**config.mk**
```make
export PLATFORM = sky130hd
export DESIGN_NAME = lsync_power_window
export DESIGN_NICKNAME = d
export VERILOG_FILES = /design/src/rtl/lsync_pkg.sv /design/src/rtl/lsync_mag_sq_pipe.sv /design/src/rtl/lsync_power_window.sv
export SDC_FILE = /design/constraint.sdc
export NUM_CORES = 1
export LEC_CHECK = 0
export BUFFER_PORTS_ARGS = -buffer_cell sky130_fd_sc_hd__buf_4
export CAP_MARGIN = 5
export CORE_ASPECT_RATIO = 0.6
export CORE_UTILIZATION = 36
export CTS_BUF_LIST = sky130_fd_sc_hd__clkbuf_16
export DETAILED_ROUTE_END_ITERATION = 16
export PLACE_DENSITY_LB_ADDON = 0.15
export SYNTH_ARGS = -nofsm -noshare
export SYNTH_HDL_FRONTEND = slang
export SYNTH_SLANG_ARGS = --single-unit
```
**constraint.sdc**
```tcl
create_clock -name CLK -period 11.1 [get_ports CLK]
set_clock_uncertainty 0.15 [all_clocks]
set_input_delay 1.11 -clock CLK [delete_from_list [all_inputs] [get_ports CLK]]
set_output_delay 1.11 -clock CLK [all_outputs]
set_load 0.05 [all_outputs]
```
**src/rtl/lsync_pkg.sv**
```systemverilog
// lsync_pkg
//   Shared definitions for the long-sync datapath: default sample width and
//   window length (common with the long-sync correlator) and the width
//   derivation helpers used by the power/energy stages.
package lsync_pkg;

  localparam int LSYNC_IN_W = 6;
  localparam int LSYNC_WIN  = 16;

  // Ceiling log2, returns at least 1 so it can size a vector directly.
  function automatic int lsync_clog2(input int v);
    int r;
    r = 0;
    while ((1 << r) < v) r++;
    return (r < 1) ? 1 : r;
  endfunction

  // |I|^2+|Q|^2 peaks at 2^(2*in_w-1), which needs exactly 2*in_w bits.
  function automatic int lsync_mag_w(input int in_w);
    return 2 * in_w;
  endfunction

  // A sum of win magnitudes needs clog2(win+1) extra bits of headroom.
  function automatic int lsync_sum_w(input int in_w, input int win);
    return lsync_mag_w(in_w) + lsync_clog2(win + 1);
  endfunction

endpackage

```
**src/rtl/lsync_mag_sq_pipe.sv**
```systemverilog
// lsync_mag_sq_pipe
//   Two-stage pipelined magnitude-squared: I^2 and Q^2 are registered in the
//   cycle after in_strobe, their sum in the cycle after that.
// Ports:
//   CLK, a_RST_n     clock (rising edge), asynchronous active-low reset
//   clr              synchronous flush of the stage valids (data held)
//   in_strobe        I_in/Q_in valid
//   I_in, Q_in       signed samples, IN_W bits
//   mag_out          unsigned I^2+Q^2, 2*IN_W bits, held between strobes
//   mag_strobe       one-cycle pulse, 2 cycles after in_strobe
module lsync_mag_sq_pipe
  import lsync_pkg::*;
#(
  parameter int IN_W = LSYNC_IN_W
) (
  input  logic                   CLK,
  input  logic                   a_RST_n,
  input  logic                   clr,
  input  logic                   in_strobe,
  input  logic signed [IN_W-1:0] I_in,
  input  logic signed [IN_W-1:0] Q_in,
  output logic [2*IN_W-1:0]      mag_out,
  output logic                   mag_strobe
);

  localparam int SQ_W  = 2 * IN_W - 1;
  localparam int MAG_W = 2 * IN_W;

  // Square of a signed sample; the largest result, (-2^(IN_W-1))^2, still
  // fits in 2*IN_W-1 unsigned bits, so the top bit is dropped.
  function automatic logic [SQ_W-1:0] square_mag(input logic signed [IN_W-1:0] x);
    logic signed [2*IN_W-1:0] xe;
    logic signed [2*IN_W-1:0] p;
    xe = {{IN_W{x[IN_W-1]}}, x};
    p  = xe * xe;
    return p[SQ_W-1:0];
  endfunction

  logic [SQ_W-1:0]  i_sq_p1_q, i_sq_p1_d;
  logic [SQ_W-1:0]  q_sq_p1_q, q_sq_p1_d;
  logic             vld_p1_q, vld_p1_d;
  logic [MAG_W-1:0] mag_p2_q, mag_p2_d;
  logic             vld_p2_q, vld_p2_d;

  always_comb begin
    // Stage 1: squares; a sample arriving with clr is dropped.
    i_sq_p1_d = i_sq_p1_q;
    q_sq_p1_d = q_sq_p1_q;
    vld_p1_d  = in_strobe & ~clr;
    if (in_strobe && !clr) begin
      i_sq_p1_d = square_mag(I_in);
      q_sq_p1_d = square_mag(Q_in);
    end
    // Stage 2: sum; clr kills the in-flight sample but keeps mag_out.
    mag_p2_d = mag_p2_q;
    vld_p2_d = vld_p1_q & ~clr;
    if (vld_p1_q && !clr) begin
      mag_p2_d = {1'b0, i_sq_p1_q} + {1'b0, q_sq_p1_q};
    end
  end

  always_ff @(posedge CLK or negedge a_RST_n) begin
    if (!a_RST_n) begin
      i_sq_p1_q <= '0;
      q_sq_p1_q <= '0;
      vld_p1_q  <= 1'b0;
      mag_p2_q  <= '0;
      vld_p2_q  <= 1'b0;
    end else begin
      i_sq_p1_q <= i_sq_p1_d;
      q_sq_p1_q <= q_sq_p1_d;
      vld_p1_q  <= vld_p1_d;
      mag_p2_q  <= mag_p2_d;
      vld_p2_q  <= vld_p2_d;
    end
  end

  assign mag_out    = mag_p2_q;
  assign mag_strobe = vld_p2_q;

endmodule

```
**src/rtl/lsync_power_window.sv**
```systemverilog
// lsync_power_window
//   Per-sample power |I|^2+|Q|^2 plus a sliding-window energy over the last
//   WIN strobed samples. Idle cycles do not advance the window.
// Ports:
//   CLK, a_RST_n     clock (rising edge), asynchronous active-low reset
//   clr              synchronous clear: flush pipeline, restart window fill
//   in_strobe        I_in/Q_in valid
//   I_in, Q_in       signed samples, IN_W bits
//   mag_out          unsigned I^2+Q^2 (MAG_W), strobed by mag_strobe
//   energy_out       unsigned window sum (SUM_W), strobed by energy_strobe
//   win_full         level, WIN samples accumulated since reset/clr
module lsync_power_window
  import lsync_pkg::*;
#(
  parameter int IN_W  = LSYNC_IN_W,
  parameter int WIN   = LSYNC_WIN,
  parameter int MAG_W = lsync_mag_w(IN_W),
  parameter int SUM_W = lsync_sum_w(IN_W, WIN)
) (
  input  logic                   CLK,
  input  logic                   a_RST_n,
  input  logic                   clr,
  input  logic                   in_strobe,
  input  logic signed [IN_W-1:0] I_in,
  input  logic signed [IN_W-1:0] Q_in,
  output logic [MAG_W-1:0]       mag_out,
  output logic                   mag_strobe,
  output logic [SUM_W-1:0]       energy_out,
  output logic                   energy_strobe,
  output logic                   win_full
);

  localparam int PTR_W  = lsync_clog2(WIN);
  localparam int FILL_W = lsync_clog2(WIN + 1);
  localparam logic [FILL_W-1:0] FILL_FULL = FILL_W'(WIN);
  localparam logic [PTR_W-1:0]  PTR_LAST  = PTR_W'(WIN - 1);

  lsync_mag_sq_pipe #(
    .IN_W (IN_W)
  ) u_mag_sq_pipe (
    .CLK        (CLK),
    .a_RST_n    (a_RST_n),
    .clr        (clr),
    .in_strobe  (in_strobe),
    .I_in       (I_in),
    .Q_in       (Q_in),
    .mag_out    (mag_out),
    .mag_strobe (mag_strobe)
  );

  // Window history; contents are never cleared, the fill count decides
  // whether an entry is live.
  logic [MAG_W-1:0]  win_mem [WIN];

  logic [SUM_W-1:0]  acc_q, acc_d;
  logic [FILL_W-1:0] fill_q, fill_d;
  logic [PTR_W-1:0]  wr_ptr_q, wr_ptr_d;
  logic [SUM_W-1:0]  energy_q, energy_d;
  logic              en_stb_q, en_stb_d;
  logic [MAG_W-1:0]  old_mag;

  always_comb begin
    // Stage 3: slide the window. Until the window is full the slot being
    // overwritten holds stale data and must not be subtracted.
    old_mag  = (fill_q == FILL_FULL) ? win_mem[wr_ptr_q] : '0;
    acc_d    = acc_q;
    fill_d   = fill_q;
    wr_ptr_d = wr_ptr_q;
    energy_d = energy_q;
    en_stb_d = 1'b0;
    if (clr) begin
      acc_d    = '0;
      fill_d   = '0;
      wr_ptr_d = '0;
    end else if (mag_strobe) begin
      acc_d    = acc_q + SUM_W'(mag_out) - SUM_W'(old_mag);
      wr_ptr_d = (wr_ptr_q == PTR_LAST) ? '0 : wr_ptr_q + PTR_W'(1);
      if (fill_q != FILL_FULL) fill_d = fill_q + FILL_W'(1);
      if (fill_d == FILL_FULL) begin
        en_stb_d = 1'b1;
        energy_d = acc_d;
      end
    end
  end

  always_ff @(posedge CLK or negedge a_RST_n) begin
    if (!a_RST_n) begin
      acc_q    <= '0;
      fill_q   <= '0;
      wr_ptr_q <= '0;
      energy_q <= '0;
      en_stb_q <= 1'b0;
    end else begin
      acc_q    <= acc_d;
      fill_q   <= fill_d;
      wr_ptr_q <= wr_ptr_d;
      energy_q <= energy_d;
      en_stb_q <= en_stb_d;
    end
  end

  always_ff @(posedge CLK) begin
    if (mag_strobe && !clr) win_mem[wr_ptr_q] <= mag_out;
  end

  assign energy_out    = energy_q;
  assign energy_strobe = en_stb_q;
  assign win_full      = (fill_q == FILL_FULL);

endmodule

```
==> results of run 1 <==
metal layers:
metal	share of wire (%)	wire length [um]	up-vias	global-route usage (%)
met3	5.6	1734	26	3.440
li1	-	-	3607	-
met1	54	16730	3953	28.10
met4	0.97	304	0	2.037
met2	40	12450	167	22.27
met5	0	0	-	0
worst paths after layout:
path,to,from,cells past startpoint
setup / recovery,acc_q[16],wr_ptr_q[0],13
hold / removal,energy_out[14],energy_out[14],2
setup reg to reg,acc_q[16],wr_ptr_q[0],13
hold reg to reg,energy_out[14],energy_out[14],2
max in group asynchronous,wr_ptr_q[0],a_RST_n,2
min in group asynchronous,energy_out[6],a_RST_n,1
layout by cell type (no fill, tap or decap), types with 19 or more instances in the layout:
cell type and count:
xnor2_1 27, dfrtp_1 76, fa_1 50, o21ai_0 40, edfxtp_1 192, clkbuf_16 25
inv_1 125, mux4_2 60, and2_1 19, nor2_1 36, buf_4 60, a21oi_1 23
xor2_1 20, ha_1 59, nand2_1 105
cell families after synthesis:
| kind of cell | synth area share, % |
|---|---|
| compound gates | 4.601 |
| fa+ha+maj | 12.67 |
| mux | 11.62 |
| flops | 56.20 |
| simple gates | 7.253 |
| buf+inv | 4.501 |
| xor+xnor | 3.162 |
layout make-up:
type,count,area [um2]
fillers,3400,21370
flip-flops and latches,270,7722
multi-input cells,564,5472
well taps,504,630.6
clock buffers,25,625.6
inverters,122,457.9
repair buffers,60,450.4
clock inverters,21,232.7
state kept, by name, indices dropped and copies added (netlist names):
register,cells
win_mem,192
u_mag_sq_pipe.mag_strobe,1
u_mag_sq_pipe.vld_p1_q,1
acc_q,17
u_mag_sq_pipe.mag_out,12
energy_strobe,1
u_mag_sq_pipe.q_sq_p1_q,10
fill_q,5
energy_out,17
wr_ptr_q,4
u_mag_sq_pipe.i_sq_p1_q,10
stage by stage:
step                util [%]  total power (W)  setup WS, ps  area [um2]  hold slack [ps]
finish                 42.19         0.003490          5808       15590            333.0
global placement       39.86         0.002606          5858       14730            318.5
floorplan                  -         0.002225          6224       13730            292.8
CTS                    42.19         0.003526          5729       15590            337.5
global route           42.19         0.003724          5503       15590            351.5
detailed placement     39.86         0.002609          5762       14730            320.5
power by group through the flow:
stage | combinational, W | sequential (W) | clock [W]
after global placement | 0.00128 | 0.00133 | 0
after detailed placement | 0.00128 | 0.00133 | 0
after CTS | 0.00129 | 0.00131 | 0.000928
after floorplan | 0.000855 | 0.00137 | 0
final | 0.00127 | 0.00131 | 0.000908
after global routing | 0.00143 | 0.00132 | 0.000973
tightest hold or removal path: stages (launching register included):
cell	delay, ps
dfrtp_1	350
nand2_1	50
o21ai_0	60
==> flow_summary.html, run 1 <==
<table>
<tr><th>Metric</th><th>Value</th></tr>
<tr><th colspan="2">Critical path</th></tr>
<tr><td>Worst path most repeated cell</td><td>mux4_2</td></tr>
<tr><td>Worst endpoint data arrival time</td><td>5560 ps</td></tr>
<tr><td>CP endpoint kind</td><td>register</td></tr>
<tr><td>Delay contributed by the slowest stage of the critical path</td><td>810 ps</td></tr>
<tr><td>Type of the worst setup path</td><td>reg2reg</td></tr>
<tr><td>Setup slack, reg-to-reg</td><td>around 5800 ps</td></tr>
<tr><td>Chain of cells forming the critical path</td><td>buf_4, mux4_2, mux4_2, and2_1, fa_1, inv_1, ha_1, a21o_1, a31o_2, a21oi_2, o21a_1, mux2i_1, mux2_1</td></tr>
<tr><td>Type of origin of the critical path</td><td>register</td></tr>
<tr><td>Required time worst endpoint</td><td>approximately 11000 ps</td></tr>
<tr><td>Worst path top cell family by delay</td><td>multiplexers</td></tr>
<tr><td>Standard cell with the maximum stage delay on the critical path</td><td>dfrtp_4</td></tr>
<tr><td>Max FO, Critical Path</td><td>27</td></tr>
<tr><td>Buf+Inv Stages, Crit Path</td><td>2</td></tr>
<tr><th colspan="2">Clocking</th></tr>
<tr><td>TritonCTS Buffers</td><td>25</td></tr>
<tr><td>H-tree lvl count</td><td>1</td></tr>
<tr><td>Worst-skew pair later-pin latency</td><td>approximately 530 ps</td></tr>
<tr><td>Number of resized instances in the post-cts repair step</td><td>0</td></tr>
<tr><td>Register clock-pin slew on the reported worst setup and hold paths</td><td>70 ps</td></tr>
<tr><td>CTS Root Buffer Type</td><td>clkbuf_16</td></tr>
<tr><td>Count of clock tree sinks</td><td>270</td></tr>
<tr><td>CTS tree</td><td>done</td></tr>
<tr><td>Clock buffer depth</td><td>3</td></tr>
<tr><td>Post-CTS Setup Repair Bufs</td><td>0</td></tr>
<tr><td>Number of buffers inserted by hold repair at cts</td><td>0</td></tr>
<tr><th colspan="2">Yosys</th></tr>
<tr><td>Fraction of registers with async set or reset after synthesis</td><td>28.89%</td></tr>
<tr><td>Sequential element share of the synthesized area</td><td>between 50% and 60%</td></tr>
<tr><td>Largest cells by area after synthesis</td><td>edfxtp_1, dfrtp_1, mux4_2</td></tr>
<tr><td>Number of flops mapped to enable cells by yosys</td><td>192</td></tr>
<tr><td>Syn avg cell area</td><td>13.86 um2</td></tr>
<tr><td>Gate count after technology mapping</td><td>991</td></tr>
<tr><td>Leading post-synthesis cells by instance count</td><td>edfxtp_1, inv_1, nand2_1, dfrtp_1, mux4_2</td></tr>
<tr><td>Most instantiated library cell after synthesis</td><td>edfxtp_1</td></tr>
<tr><td>Cell taking the most area after synthesis</td><td>edfxtp_1</td></tr>
<tr><td>Post-synthesis register bit count</td><td>between 200 and 300</td></tr>
<tr><td>Netlist cell types</td><td>51</td></tr>
<tr><td>Dominant synthesized flop cell</td><td>edfxtp_1</td></tr>
<tr><td>Area share of the leading cell type in the synthesized netlist</td><td>around two fifths</td></tr>
<tr><td>Post-Synthesis Cell Area</td><td>0.01373 mm2</td></tr>
<tr><td>Total number of yosys warnings</td><td>0</td></tr>
<tr><td>Post-Synthesis Net Count</td><td>1116</td></tr>
<tr><th colspan="2">Placement</th></tr>
<tr><td>IO Port Bufs</td><td>47</td></tr>
<tr><td>Routability cong.</td><td>0.7874</td></tr>
<tr><td>Sum of net half-perimeters after detailed placement</td><td>21440 um</td></tr>
<tr><td>Cells after DPL</td><td>~1500</td></tr>
<tr><th colspan="2">Power</th></tr>
<tr><td>Part of the total power dissipated in combinational logic</td><td>between 30% and 40%</td></tr>
<tr><td>Reported net switching power</td><td>0.001247 W</td></tr>
<tr><td>Pwr per Cell Area</td><td>223.9 mW/mm2</td></tr>
<tr><td>Proportion of power drawn by flip-flops and latches</td><td>37.5%</td></tr>
<tr><td>Worst voltage drop across the vdd grid</td><td>0.0001383 V</td></tr>
<tr><td>Internal portion of total power</td><td>roughly 0.0022 W</td></tr>
<tr><td>P_leak</td><td>6.127 nW</td></tr>
<tr><td>Clock Power Share</td><td>26.0%</td></tr>
<tr><td>Fraction of power spent switching nets</td><td>a little over a third</td></tr>
<tr><th colspan="2">Drt</th></tr>
<tr><td>Routed wire length</td><td>~31000 um</td></tr>
<tr><td>Starting DRC count in detailed routing</td><td>500</td></tr>
<tr><td>Total vias in the final route</td><td>7753</td></tr>
<tr><td>Routed wire length per instance</td><td>19.93 um</td></tr>
<tr><td>Count of unresolved DRC violations after routing</td><td>0</td></tr>
<tr><td>Number of iterations in the first detailed-routing pass</td><td>5</td></tr>
<tr><td>Mean number of vias per cell</td><td>4.951</td></tr>
<tr><td>Number of routed nets with antenna violations</td><td>0</td></tr>
<tr><th colspan="2">Global routing</th></tr>
<tr><td>Pin count of the biggest net entering global routing</td><td>55</td></tr>
<tr><td>Global routing usage summed across all routing layers</td><td>between 15 and 20%</td></tr>
<tr><td>Vias in the first global route</td><td>7877</td></tr>
<tr><td>Antenna violations before repair</td><td>0</td></tr>
<tr><td>Remaining Overflow, GRT</td><td>0</td></tr>
<tr><td>Global-route wire length before repair</td><td>between 40000 and 50000 um</td></tr>
<tr><th colspan="2">Finish</th></tr>
<tr><td>Post-Layout Cell Count</td><td>1566</td></tr>
<tr><td>ANT cells</td><td>0</td></tr>
<tr><td>Fraction of final layout cells with drive strength greater than 1</td><td>roughly 18%</td></tr>
<tr><td># nets final</td><td>1168</td></tr>
<tr><td>Layout Area Growth over Synthesis</td><td>13.54%</td></tr>
<tr><th colspan="2">STA</th></tr>
<tr><td>Unrepaired setup endpoints after global routing</td><td>no</td></tr>
<tr><td>Fin crit share</td><td>~48%</td></tr>
<tr><td>Min cycle time layout</td><td>5292 ps</td></tr>
<tr><td>Setup tns final</td><td>0 ps</td></tr>
<tr><td>Endpoints failing hold</td><td>0</td></tr>
<tr><td>Worst max-slew margin expressed relative to the limit</td><td>between 20% and 30%</td></tr>
<tr><td>Number of pins exceeding their max-slew limit in the final report</td><td>0</td></tr>
<tr><td>Fmax</td><td>189.0 MHz</td></tr>
<tr><td>Final number of setup-violating endpoints</td><td>0</td></tr>
<tr><td>Actual slew at the worst max-slew pin</td><td>1141 ps</td></tr>
<tr><th colspan="2">Flow run</th></tr>
<tr><td>Max Cap Viol</td><td>0</td></tr>
<tr><th colspan="2">Outcome</th></tr>
<tr><td>Result of the run</td><td>complete, no violations</td></tr>
<tr><th colspan="2">Floorplan</th></tr>
<tr><td>Floorplan core area</td><td>0.03696 mm2</td></tr>
<tr><td>Die outline width</td><td>254.1 um</td></tr>
<tr><td>Die boundary height</td><td>roughly 150 um</td></tr>
<tr><td>Count of boundary I/O pins</td><td>48</td></tr>
<tr><td>Number of rows created at floorplan</td><td>54</td></tr>
<tr><td>Initial Utilization</td><td>a little under two fifths</td></tr>
<tr><td>Total die area</td><td>about 0.039 mm2</td></tr>
<tr><th colspan="2">Worst hold path</th></tr>
<tr><td>Hold crit path type</td><td>reg2reg</td></tr>
</table>
No activity file was read; power rests on OpenSTA's default activity.
==> run 2, diff against run 1 <==
--- a/config.mk
+++ b/config.mk
@@ -5,6 +5,7 @@
 export SDC_FILE = /design/constraint.sdc
 export NUM_CORES = 1
 export LEC_CHECK = 0
+export ABC_AREA = 1
 export BUFFER_PORTS_ARGS = -buffer_cell sky130_fd_sc_hd__buf_4
 export CAP_MARGIN = 5
 export CORE_ASPECT_RATIO = 0.6
==> constraint.sdc (replaced) <==
create_clock -name CLK -period 4.61 [get_ports CLK]
set_clock_uncertainty 0.15 [all_clocks]
set_input_delay 0.461 -clock CLK [delete_from_list [all_inputs] [get_ports CLK]]
set_output_delay 0.461 -clock CLK [all_outputs]
set_load 0.05 [all_outputs]
==> run 2 against run 1 <==
  * Critical path depth rose by 6
  * Fmax is 36% higher
  * Combinational power rose to 2.7 times the previous value
  * Final area increased by 4.9%
  * Global-route usage grew 1.2 points
  * Routed wire length up 15%
  * Sequential cell count unchanged
==> flow_summary.html, run 2 <==
<table>
<tr><th>Metric</th><th>Value</th></tr>
<tr><th colspan="2">Finish</th></tr>
<tr><td>ANT cells</td><td>0 (unchanged)</td></tr>
<tr><td>Layout Area Growth over Synthesis</td><td>13.69% (was 13.54%)</td></tr>
<tr><td>Most frequent cells in the layout</td><td>nand2_1, inv_1, edfxtp_1 (was edfxtp_1, inv_1, nand2_1)</td></tr>
<tr><td>Flip-flop count of the largest register, all copies and words added</td><td>192 (unchanged)</td></tr>
<tr><td>Most common library cell in the layout ignoring fill and taps</td><td>nand2_1 (was edfxtp_1)</td></tr>
<tr><td>Final cell utilization of the core</td><td>41.69% (was 42.19%)</td></tr>
<tr><td># nets final</td><td>1686 (was 1168)</td></tr>
<tr><td>Reg with most FFs</td><td>win_mem (unchanged)</td></tr>
<tr><td>Fraction of final layout cells with drive strength greater than 1</td><td>9.981% (was 17.98%)</td></tr>
<tr><th colspan="2">Yosys</th></tr>
<tr><td>Area share of the leading cell type in the synthesized netlist</td><td>40.07% (was 41.99%)</td></tr>
<tr><td>Fraction of registers with async set or reset after synthesis</td><td>28.89% (unchanged)</td></tr>
<tr><td>Dominant synthesized flop cell</td><td>edfxtp_1 (unchanged)</td></tr>
<tr><td>Gate count after technology mapping</td><td>1491 (was 991)</td></tr>
<tr><td>Leading post-synthesis cells by instance count</td><td>nand2_1, inv_1, edfxtp_1, nor2_1, o21ai_0 (was edfxtp_1, inv_1, nand2_1, dfrtp_1, mux4_2)</td></tr>
<tr><td>Post-synthesis mux area share</td><td>0% (was 11.62%)</td></tr>
<tr><td>Most instantiated library cell after synthesis</td><td>nand2_1 (was edfxtp_1)</td></tr>
<tr><td>Largest family of logic cells by synthesized area</td><td>simple AND/OR/NAND/NOR gates (was adder cells)</td></tr>
<tr><td>Post-Synthesis Cell Area</td><td>0.01439 mm2 (was 0.01373 mm2)</td></tr>
<tr><td>Cell taking the most area after synthesis</td><td>edfxtp_1 (unchanged)</td></tr>
<tr><td>Sequential element share of the synthesized area</td><td>53.63% (was 56.20%)</td></tr>
<tr><td>Simple-Gate Fraction of Synth Area</td><td>17.57% (was 7.253%)</td></tr>
<tr><td>Synthesized-area fraction occupied by adder cells</td><td>12.09% (was 12.67%)</td></tr>
<tr><td>Syn avg cell area</td><td>9.651 um2 (was 13.86 um2)</td></tr>
<tr><td>Largest cells by area after synthesis</td><td>edfxtp_1, dfrtp_1, nand2_1 (was edfxtp_1, dfrtp_1, mux4_2)</td></tr>
<tr><td>Xor-xnor portion of the synthesized cell area</td><td>1.217% (was 3.162%)</td></tr>
<tr><td>Netlist cell types</td><td>39 (was 51)</td></tr>
<tr><td>Post-Synthesis Net Count</td><td>1616 (was 1116)</td></tr>
<tr><td>Total number of yosys warnings</td><td>0 (unchanged)</td></tr>
<tr><td>Compound-gate portion of the synthesized area</td><td>8.356% (was 4.601%)</td></tr>
<tr><td>Number of flops mapped to enable cells by yosys</td><td>192 (unchanged)</td></tr>
<tr><td>Post-synthesis register bit count</td><td>270 (unchanged)</td></tr>
<tr><th colspan="2">Floorplan</th></tr>
<tr><td>Die outline width</td><td>260.1 um (was 254.1 um)</td></tr>
<tr><td>Count of boundary I/O pins</td><td>48 (unchanged)</td></tr>
<tr><td>Initial Utilization</td><td>36.67% (was 37.16%)</td></tr>
<tr><td>Total die area</td><td>0.04080 mm2 (was 0.03896 mm2)</td></tr>
<tr><td>Number of rows created at floorplan</td><td>56 (was 54)</td></tr>
<tr><td>Die boundary height</td><td>156.9 um (was 153.3 um)</td></tr>
<tr><td>Floorplan core area</td><td>0.03924 mm2 (was 0.03696 mm2)</td></tr>
<tr><th colspan="2">Critical path</th></tr>
<tr><td>Delay contributed by the slowest stage of the critical path</td><td>480 ps (was 810 ps)</td></tr>
<tr><td>Setup slack, reg-to-reg</td><td>720 ps (was 5810 ps)</td></tr>
<tr><td>Required time worst endpoint</td><td>4900 ps (was 11370 ps)</td></tr>
<tr><td>Chain of cells forming the critical path</td><td>inv_4, buf_12, o21ai_0, o22ai_1, nand2_1, nand2_1, nor2_1, nor2_1, fa_1, inv_1, ha_1, nand2_1, inv_1, nand2_1, nand2_1, a21oi_1, nand3_1, nand3_1, nand2_1 (was buf_4, mux4_2, mux4_2, and2_1, fa_1, inv_1, ha_1, a21o_1, a31o_2, a21oi_2, o21a_1, mux2i_1, mux2_1)</td></tr>
<tr><td>Standard cell with the maximum stage delay on the critical path</td><td>fa_1 (was dfrtp_4)</td></tr>
<tr><td>Type of origin of the critical path</td><td>register (unchanged)</td></tr>
<tr><td>CP endpoint kind</td><td>register (unchanged)</td></tr>
<tr><td>Worst path most repeated cell</td><td>nand2_1 (was mux4_2)</td></tr>
<tr><td>Max FO, Critical Path</td><td>57 (was 27)</td></tr>
<tr><td>Type of the worst setup path</td><td>reg2reg (unchanged)</td></tr>
<tr><td>Worst endpoint data arrival time</td><td>4180 ps (was 5560 ps)</td></tr>
<tr><th colspan="2">Drt</th></tr>
<tr><td>Count of unresolved DRC violations after routing</td><td>0 (unchanged)</td></tr>
<tr><td>Routed wire length per instance</td><td>17.10 um (was 19.93 um)</td></tr>
<tr><td>Starting DRC count in detailed routing</td><td>812 (was 500)</td></tr>
<tr><td>Number of iterations in the first detailed-routing pass</td><td>5 (unchanged)</td></tr>
<tr><td>Routed wire length</td><td>36000 um (was 31220 um)</td></tr>
<tr><td>Total vias in the final route</td><td>10250 (was 7753)</td></tr>
<tr><td>Mean number of vias per cell</td><td>4.870 (was 4.951)</td></tr>
<tr><td>Number of routed nets with antenna violations</td><td>0 (unchanged)</td></tr>
<tr><th colspan="2">STA</th></tr>
<tr><td>Setup tns final</td><td>0 ps (unchanged)</td></tr>
<tr><td>Endpoints failing hold</td><td>0 (unchanged)</td></tr>
<tr><td>Actual slew at the worst max-slew pin</td><td>959.7 ps (was 1141 ps)</td></tr>
<tr><td>Fmax</td><td>257.1 MHz (was 189.0 MHz)</td></tr>
<tr><td>Least setup slack across all paths after layout</td><td>720.4 ps (was 5808 ps)</td></tr>
<tr><td>Worst max-slew margin expressed relative to the limit</td><td>35.95% (was 23.88%)</td></tr>
<tr><td>Min cycle time layout</td><td>3890 ps (was 5292 ps)</td></tr>
<tr><td>Worst hold margin</td><td>27.92 ps (was 333.0 ps)</td></tr>
<tr><td>Unrepaired setup endpoints after global routing</td><td>no (unchanged)</td></tr>
<tr><td>Fin crit share</td><td>84.37% (was 47.67%)</td></tr>
<tr><td>Number of pins exceeding their max-slew limit in the final report</td><td>0 (unchanged)</td></tr>
<tr><td>Final number of setup-violating endpoints</td><td>0 (unchanged)</td></tr>
<tr><th colspan="2">Placement</th></tr>
<tr><td>Placement-stage worst setup slack</td><td>349.1 ps (was 5762 ps)</td></tr>
<tr><td>IO Port Bufs</td><td>47 (unchanged)</td></tr>
<tr><td>Routability cong.</td><td>0.8240 (was 0.7874)</td></tr>
<tr><td>Sum of net half-perimeters after detailed placement</td><td>24980 um (was 21440 um)</td></tr>
<tr><th colspan="2">Global routing</th></tr>
<tr><td>Vias in the first global route</td><td>9623 (was 7877)</td></tr>
<tr><td>Global-route wire length before repair</td><td>56470 um (was 48760 um)</td></tr>
<tr><td>Global routing usage summed across all routing layers</td><td>17.96% (was 16.77%)</td></tr>
<tr><td>Antenna violations before repair</td><td>0 (unchanged)</td></tr>
<tr><td>Pin count of the biggest net entering global routing</td><td>76 (was 55)</td></tr>
<tr><td>Remaining Overflow, GRT</td><td>0 (unchanged)</td></tr>
<tr><th colspan="2">Power</th></tr>
<tr><td>Part of the total power dissipated in combinational logic</td><td>39.9% (was 36.5%)</td></tr>
<tr><td>P_leak</td><td>7.342 nW (was 6.127 nW)</td></tr>
<tr><td>Pwr per Cell Area</td><td>531.3 mW/mm2 (was 223.9 mW/mm2)</td></tr>
<tr><td>Proportion of power drawn by flip-flops and latches</td><td>35.1% (was 37.5%)</td></tr>
<tr><td>Worst voltage drop across the vdd grid</td><td>0.0002629 V (was 0.0001383 V)</td></tr>
<tr><td>Internal portion of total power</td><td>0.005286 W (was 0.002244 W)</td></tr>
<tr><td>Reported net switching power</td><td>0.003407 W (was 0.001247 W)</td></tr>
<tr><td>Clock Power Share</td><td>24.9% (was 26.0%)</td></tr>
<tr><td>Fraction of power spent switching nets</td><td>39.19% (was 35.72%)</td></tr>
<tr><th colspan="2">Clocking</th></tr>
<tr><td>Clock buffer depth</td><td>3 (unchanged)</td></tr>
<tr><td>H-tree lvl count</td><td>1 (unchanged)</td></tr>
<tr><td>CTS Root Buffer Type</td><td>clkbuf_16 (unchanged)</td></tr>
<tr><td>Worst-skew pair later-pin latency</td><td>560 ps (was 530 ps)</td></tr>
<tr><td>Number of resized instances in the post-cts repair step</td><td>0 (unchanged)</td></tr>
<tr><td>Count of clock tree sinks</td><td>270 (unchanged)</td></tr>
<tr><td>TritonCTS Buffers</td><td>28 (was 25)</td></tr>
<tr><td>Register clock-pin slew on the reported worst setup and hold paths</td><td>60 ps (was 70 ps)</td></tr>
<tr><td>Post-CTS Setup Repair Bufs</td><td>0 (unchanged)</td></tr>
<tr><td>CTS tree</td><td>done (unchanged)</td></tr>
<tr><th colspan="2">Worst hold path</th></tr>
<tr><td>Hold crit path type</td><td>in2reg (was reg2reg)</td></tr>
<tr><th colspan="2">Flow run</th></tr>
<tr><td>Max Cap Viol</td><td>0 (unchanged)</td></tr>
<tr><th colspan="2">Outcome</th></tr>
<tr><td>Result of the run</td><td>complete, no violations (unchanged)</td></tr>
</table>
run 2: changes by cell type in the layout (fill, tap and decap cells not counted), moves of 14 or more:
cell / before / now
nand2_1: 105 / 361
nor2_1: 36 / 170
inv_1: 125 / 206
o21ai_0: 40 / 112
mux4_2: 60 / 0
o22ai_1: 3 / 56
nand3_1: 4 / 50
buf_4: 60 / 86
xnor2_1: 27 / 10
and2_1: 19 / 4
o21ai_1: 0 / 15
nand2b_1: 15 / 1
run 2: timing repair:
item / in CTS / in global routing
hold endpoints to repair: 34 / 0
hold buffers: 1 / 0
setup endpoints to repair: 0 / 0
run 2: per-stage QoR:
stage / instance area [um2] / power [W] / instances
after global placement: 15480 / 0.006553 / 2052
final: 16360 / 0.008692 / 2105
after global routing: 16360 / 0.009360 / 2105
after floorplan: 14390 / 0.005548 / 1491
after CTS: 16360 / 0.008766 / 2105
after detailed placement: 15480 / 0.006572 / 2052
run 2: per-layer routing:
layer | GRT usage (%) | wire length, um | share of wire [%]
met1 | 29.77 | 19700 | 55
met2 | 23.56 | 13800 | 38
met3 | 3.207 | 1858 | 5.2
met4 | 3.592 | 644 | 1.8
met5 | 0 | 0 | 0
run 2: kinds of logic (layout without fill, tap and decap cells):
kind of cell / count (synthesis) / after routing
xor gates and xnor gates: 20 / 20
AOI/OAI and AO/OA: 217 / 217
and+or+nand+nor: 620 / 620
buffers and inverters: 255 / 347
adders and majority gates: 109 / 109
DFF: 270 / 270
run 2: area by class of cell:
| class | instances | area (um2) |
|---|---|---|
| Fill cell | 3871 | 22880 |
| Multi-Input combinational cell | 966 | 5645 |
| Timing Repair Buffer | 89 | 695.7 |
| Sequential cell | 270 | 7719 |
| Inverter | 206 | 775.7 |
| Clock buffer | 29 | 725.7 |
| Clock inverter | 23 | 145.1 |
| Tap cell | 522 | 653.1 |
run 2: power by group through the flow:
stage / registers, W / logic [W] / clock network [W]
after floorplan: 0.00331 / 0.00224 / 0
after global placement: 0.00310 / 0.00346 / 0
after detailed placement: 0.00310 / 0.00348 / 0
after CTS: 0.00305 / 0.00350 / 0.00222
after global routing: 0.00307 / 0.00397 / 0.00232
final: 0.00305 / 0.00347 / 0.00217
run 2: path summary, 6_finish.rpt:
check,startpoint,endpoint,depth (start not counted)
max reg2reg,wr_ptr_q[0],energy_out[15],19
min in group asynchronous,a_RST_n,fill_q[3],2
min reg2reg,energy_out[5],energy_out[5],2
max,wr_ptr_q[0],energy_out[15],19
min,I_in[1],u_mag_sq_pipe.i_sq_p1_q[2],2
max in group asynchronous,a_RST_n,u_mag_sq_pipe.q_sq_p1_q[5],3
run 2: critical path, delay by kind of cell (launching register included):
| family | cells | cell delay, ps |
|---|---|---|
| AO/OA/AOI/OAI | 3 | 500 |
| buffers and inverters | 4 | 800 |
| flip-flops | 1 | 450 |
| adder cells (fa/ha/maj) | 2 | 770 |
| AND/OR/NAND/NOR | 10 | 1080 |
